<file path="src/rtl/imem_boot_loader.sv">
// imem_boot_loader
//   Receives a length-prefixed program image over a valid/ready byte stream,
//   packs big-endian 32-bit words and writes them into instruction memory.
//   It holds the processor in reset until the whole image has been written.
//
//   Image: N[15:8], N[7:0], then N words of 4 bytes each (MSB first),
//   then one XOR checksum byte when IMEM_BOOT_CHECKSUM_EN is defined.
//
//   Optional feature macro: IMEM_BOOT_CHECKSUM_EN (trailing checksum byte).
//
//   Ports
//     clk         system clock, rising edge
//     reset       asynchronous reset, active low
//     in_valid    in_data holds a byte
//     in_data     image byte
//     in_ready    loader takes a byte this cycle
//     imem_we     instruction-memory write strobe, one cycle per word
//     imem_addr   word address of the write
//     imem_wdata  word being written
//     cpu_reset   active-high processor hold; low only once the load is done
//     done        image fully loaded (sticky)
//     error       image rejected (sticky)
//     word_count  header word count N, as latched
//
//   state    | meaning
//   ---------+-----------------------------------------------------
//   S_HDR_HI | waiting for header high byte
//   S_HDR_LO | waiting for header low byte, then range check on N
//   S_DATA   | collecting the 4 bytes of the current word
//   S_WRITE  | one-cycle instruction-memory write
//   S_CHK    | waiting for the trailing checksum byte
//   S_DONE   | image loaded, processor released (terminal)
//   S_ERROR  | image rejected, processor held (terminal)
module imem_boot_loader #(
  parameter int ADDR_WIDTH = 8,
  parameter int MAX_WORDS  = 256
) (
  input  logic                  clk,
  input  logic                  reset,
  input  logic                  in_valid,
  input  logic [7:0]            in_data,
  output logic                  in_ready,
  output logic                  imem_we,
  output logic [ADDR_WIDTH-1:0] imem_addr,
  output logic [31:0]           imem_wdata,
  output logic                  cpu_reset,
  output logic                  done,
  output logic                  error,
  output logic [15:0]           word_count
);

  typedef enum logic [2:0] {
    S_HDR_HI,
    S_HDR_LO,
    S_DATA,
    S_WRITE,
    S_CHK,
    S_DONE,
    S_ERROR
  } state_t;

  state_t              state;
  logic [1:0]          byte_cnt;
  // Only the first three bytes need storing; the fourth goes straight out.
  logic [23:0]         asm_q;
  // One bit wider than the address so N == 2^ADDR_WIDTH terminates cleanly.
  logic [ADDR_WIDTH:0] word_idx;

  logic                xfer;
  logic [15:0]         hdr_n;
  logic [ADDR_WIDTH:0] idx_next;
  logic                word_last;
  logic                hdr_too_big;

  assign xfer        = in_valid & in_ready;
  assign hdr_n       = {word_count[15:8], in_data};
  assign idx_next    = word_idx + 1'b1;
  assign word_last   = (32'(idx_next) == 32'(word_count));
  assign hdr_too_big = (32'(hdr_n) > 32'(MAX_WORDS));

`ifdef IMEM_BOOT_CHECKSUM_EN
  logic [7:0] csum;

  always_ff @(posedge clk or negedge reset) begin
    if (!reset) begin
      csum <= 8'h00;
    end else if (xfer && (state == S_HDR_HI || state == S_HDR_LO || state == S_DATA)) begin
      csum <= csum ^ in_data;
    end
  end
`endif

  always_ff @(posedge clk or negedge reset) begin
    if (!reset) begin
      state      <= S_HDR_HI;
      byte_cnt   <= 2'd0;
      asm_q      <= 24'h0;
      word_idx   <= '0;
      in_ready   <= 1'b0;
      imem_we    <= 1'b0;
      imem_addr  <= '0;
      imem_wdata <= 32'h0;
      cpu_reset  <= 1'b1;
      done       <= 1'b0;
      error      <= 1'b0;
      word_count <= 16'h0;
    end else begin
      imem_we <= 1'b0;
      case (state)
        S_HDR_HI: begin
          // in_ready is registered, so it first goes high one edge after reset.
          in_ready <= 1'b1;
          if (xfer) begin
            word_count[15:8] <= in_data;
            state            <= S_HDR_LO;
          end
        end

        S_HDR_LO: begin
          if (xfer) begin
            word_count[7:0] <= in_data;
            if (hdr_n == 16'h0) begin
`ifdef IMEM_BOOT_CHECKSUM_EN
              state     <= S_CHK;
`else
              state     <= S_DONE;
              in_ready  <= 1'b0;
              done      <= 1'b1;
              cpu_reset <= 1'b0;
`endif
            end else if (hdr_too_big) begin
              state    <= S_ERROR;
              in_ready <= 1'b0;
              error    <= 1'b1;
            end else begin
              state <= S_DATA;
            end
          end
        end

        S_DATA: begin
          if (xfer) begin
            asm_q    <= {asm_q[15:0], in_data};
            byte_cnt <= byte_cnt + 2'd1;
            if (byte_cnt == 2'd3) begin
              // Strobe is registered here so it lands in the WRITE cycle.
              state      <= S_WRITE;
              in_ready   <= 1'b0;
              imem_we    <= 1'b1;
              imem_addr  <= word_idx[ADDR_WIDTH-1:0];
              imem_wdata <= {asm_q, in_data};
            end
          end
        end

        S_WRITE: begin
          word_idx <= idx_next;
          if (word_last) begin
`ifdef IMEM_BOOT_CHECKSUM_EN
            state    <= S_CHK;
            in_ready <= 1'b1;
`else
            state     <= S_DONE;
            done      <= 1'b1;
            cpu_reset <= 1'b0;
`endif
          end else begin
            state    <= S_DATA;
            in_ready <= 1'b1;
          end
        end

`ifdef IMEM_BOOT_CHECKSUM_EN
        S_CHK: begin
          if (xfer) begin
            in_ready <= 1'b0;
            if (in_data == csum) begin
              state     <= S_DONE;
              done      <= 1'b1;
              cpu_reset <= 1'b0;
            end else begin
              state <= S_ERROR;
              error <= 1'b1;
            end
          end
        end
`endif

        S_DONE: begin
          in_ready <= 1'b0;
        end

        S_ERROR: begin
          in_ready <= 1'b0;
        end

        default: begin
          state    <= S_ERROR;
          in_ready <= 1'b0;
          error    <= 1'b1;
        end
      endcase
    end
  end

endmodule
</file>
<file path="config.mk">
export PLATFORM = sky130hd
export DESIGN_NAME = imem_boot_loader
export DESIGN_NICKNAME = d
export VERILOG_FILES = /design/src/rtl/imem_boot_loader.sv
export SDC_FILE = /design/constraint.sdc
export NUM_CORES = 1
export LEC_CHECK = 0
export BUFFER_PORTS_ARGS = -buffer_cell sky130_fd_sc_hd__buf_2
export CORE_MARGIN = 1
export CORE_UTILIZATION = 56
export CTS_BUF_LIST = sky130_fd_sc_hd__clkbuf_2 sky130_fd_sc_hd__clkbuf_4 sky130_fd_sc_hd__clkbuf_8
export CTS_CLUSTER_SIZE = 16
export DETAILED_ROUTE_END_ITERATION = 6
export GPL_TIMING_DRIVEN = 0
export PLACE_DENSITY = 0.8
export SYNTH_ARGS = -nofsm -noshare
export SYNTH_HDL_FRONTEND = slang
export SYNTH_SLANG_ARGS = --single-unit
</file>
<file path="constraint.sdc">
create_clock -name clk -period 3 [get_ports clk]
set_clock_uncertainty 0.15 [all_clocks]
set_input_delay 0.3 -clock clk [delete_from_list [all_inputs] [get_ports clk]]
set_output_delay 0.3 -clock clk [all_outputs]
set_load 0.005 [all_outputs]
</file>
==> summary.md <==
| Metric | Value |
|---|---|
| Cells after Synth | `309` |
| Pin count of the biggest net entering global routing | `66` |
| Leak | `2.646 nW` |
| Leading cell type in the layout, fill and taps excluded | `dfrtp_1` |
| HPWL after DPL | `5997 um` |
| Placed Instances | `480` |
| Ant diodes | `0` |
| Worst-margin pin slew | `0.7187 ns` |
| CP bufs+invs | `0` |
| Top post-synthesis cells by area | `dfrtp_1, mux2_2, mux2_1, xnor2_1, nand2_1` |
| Core Region | `7253 um^2` |
| Register area share after synthesis | `58.77%` |
| DRT iter0 DRCs | `107` |
| Drt drc | `0` |
| Dominant cell type by area after synthesis | `dfrtp_1` |
| Fin crit period | `2.480 ns` |
| Die Y | `88.79 um` |
| Slowest Stage Delay on Critical Path | `0.50 ns` |
| Crit Path Category | `flop to flop` |
| Initial Util | `58.15%` |
| Syn_nets | `322` |
| CTS Hold Bufs | `1` |
| Layout Area Growth over Synthesis | `16.73%` |
| Post-synth EDFFs | `0` |
| Routed vias | `2727` |
| Port bufs | `71` |
| Final Max Slew Viols | `0` |
| Clock sink count | `99` |
| WL/cell | `16.84 um` |
| Clock Latency Late Sink | `0.35 ns` |
| # rows | `31` |
| First drt pass iteration count | `5` |
| Fmax achieved | `403.1 MHz` |
| Vias in the first global route | `2590` |
| Total CTS buffers | `9` |
| Vias per std cell | `5.487` |
| Worst setup EP type | `flop` |
| Worst-path fanout max | `6` |
| Hold WS | `0.08240 ns` |
| IO Pins | `72` |
| Cells resized by post-CTS repair | `0` |
| Clock root buffer | `clkbuf_8` |
| Relative slew slack | `51.91%` |
| Max Cap Viol | `0` |
| Mapped cell area | `4218 um^2` |
| Worst hold path type | `input pin to flop` |
| Status | `finished, final reports clean` |
| Crit-path most repeated cell | `or3_1` |
| Placer Congestion | `0.9016` |
| RSZ-0062 raised after global routing | `false` |
| Layout fillers | `541` |
| Die W | `88.79 um` |
| Hold Vio Cnt, Final | `0` |
| Arr. time, crit path | `2.62 ns` |
| Ys flop type | `dfrtp_1` |
| Register clock-pin slew on the reported worst setup and hold paths | `0.10 ns` |
| CTS H-tree depth | `3` |
| Critical path required time | `3.14 ns` |
| Gr ovfl total | `0` |
| Final Core Density | `67.88%` |
| Asr flop ratio synth | `100.0%` |
| Post-Layout Cell Count | `497` |
| Final critical-path share of the clock period | `82.68%` |
| Final #Nets | `406` |
| Maximum VDD drop | `303.5 uV` |
| Routed WL | `8369 um` |
| P per Cell Area | `444.3 nW/um^2` |
| Max Root-Sink Buffers | `2` |
| Yosys warns | `0` |
| Routed Antenna Nets | `0` |
| CP Cell Sequence | `ha_1, nand3_1, or3_1, a2111o_1, nor3_2, or3_1` |
| Yosys reg bits | `99` |
| Share of post-route cells with drive strength above 1 | `40.20%` |
| Post-CTS Setup Repair Bufs | `0` |
| First-pass GRT wire length | `13320 um` |
| Initial antenna violation count | `0` |
| Cell family with most CP delay | `simple AND/OR/NAND/NOR gates` |
| Synthesized area per cell | `13.65 um^2` |
| CTS tree | `done` |
| Setup Viol. Count Final | `0` |
| Total Routing Usage GR | `23.01%` |
| Die area | `7883 um^2` |
| Synth top area share | `58.14%` |
| Setup TNS | `0 ns` |
| Most frequent cells in the layout | `dfrtp_1, buf_2, mux2_2, mux2_1, nand2_1` |
| CP max stage cell | `dfrtp_1` |
| Distinct cells, synth | `51` |
| Startpoint Class | `flop` |
[sequential cells by signal (all words and copies together), names as in the netlist]
name / cells
imem_we: 1
word_count: 16
cpu_reset: 1
error: 1
done: 1
in_ready: 1
asm_q: 24
byte_cnt: 2
state: 3
imem_addr: 8
word_idx: 9
imem_wdata: 32
[worst register-to-register path, stage by stage (launching register included)]
cell      delay, ns
dfrtp_1        0.50
ha_1           0.26
nand3_1        0.19
or3_1          0.36
a2111o_1       0.48
nor3_2         0.31
or3_1          0.17
[logic make-up after synthesis]
family,share of synthesized area (%)
and+or+nand+nor,8.692
adders and majority gates,0.5932
buffers and inverters,2.254
xor gates and xnor gates,3.530
muxes,21.63
DFF,58.77
AOI/OAI and AO/OA,4.539
[worst paths after layout]
check / startpoint / to / slack (ns) / depth (start not counted)
worst max-delay path: word_idx[1]$_DFFE_PN0P_ / done$_DFFE_PN0P_ / 0.52 / 6
worst min-delay path: in_data[7] / imem_wdata[7]$_DFFE_PN0P_ / 0.08 / 2
worst max register to register: word_idx[1]$_DFFE_PN0P_ / done$_DFFE_PN0P_ / 0.52 / 6
worst min register to register: cpu_reset$_DFFE_PN1P_ / cpu_reset$_DFFE_PN1P_ / 0.32 / 2
max in group asynchronous: reset / cpu_reset$_DFFE_PN1P_ / 1.71 / 3
min in group asynchronous: reset / imem_wdata[29]$_DFFE_PN0P_ / 0.28 / 2
[routing by layer]
layer | up-vias | part of all wire (%) | track usage [%]
met3 | 17 | 3.8 | 3.918
met5 | - | 0 | 0
met2 | 87 | 48 | 34.83
met4 | 0 | 2.3 | 10.41
met1 | 1358 | 46 | 32.71
li1 | 1265 | - | -
[through the flow]
stage / setup slack [ns] / total power [W] / area [um^2]
after global routing: 0.3697 / 0.002265 / 4923
after detailed placement: 0.5841 / 0.001407 / 4727
after global placement: 0.5316 / 0.001402 / 4697
final: 0.5195 / 0.002187 / 4923
after floorplan: 0.8035 / 0.001361 / 4218
after CTS: 0.5490 / 0.002208 / 4923
[cell usage after synthesis, types with 2 or more instances]
cell      count
o21ai_0       8
nand2_1      17
buf_2         4
or3_1         4
nand3_1       4
nor3b_1       2
o311ai_0      2
xnor2_1      10
a21oi_1       4
inv_1         4
nor2_1       14
nand4_1       3
dfrtp_1      98
mux2_1       27
nor4_1        3
clkbuf_1      2
ha_1          2
o221ai_1      2
mux2_2       54
xor2_1        7
buf_1         4
nor3_1        3
nor2b_1       3
[power by group]
| part | switching [W] | leakage (nW) | internal, W |
|---|---|---|---|
| clock network | 0.000478 | 0.0972 | 0.000329 |
| registers | 0 | 1.36 | 0.00133 |
| logic | 0.0000359 | 1.19 | 0.0000105 |
[final cells by class]
cell class	instances	area, um^2	share of cell area (%)
plain buffers	14	80.08	1.626
flip-flops and latches	99	2479	50.34
repair buffers	73	395.4	8.030
inverters	4	15.01	0.3050
multi-input cells	192	1644	33.39
clock inverters	6	55.05	1.118
well taps	99	123.9	2.516
clock buffers	10	131.4	2.668
No activity file was read; power rests on OpenSTA's default activity.
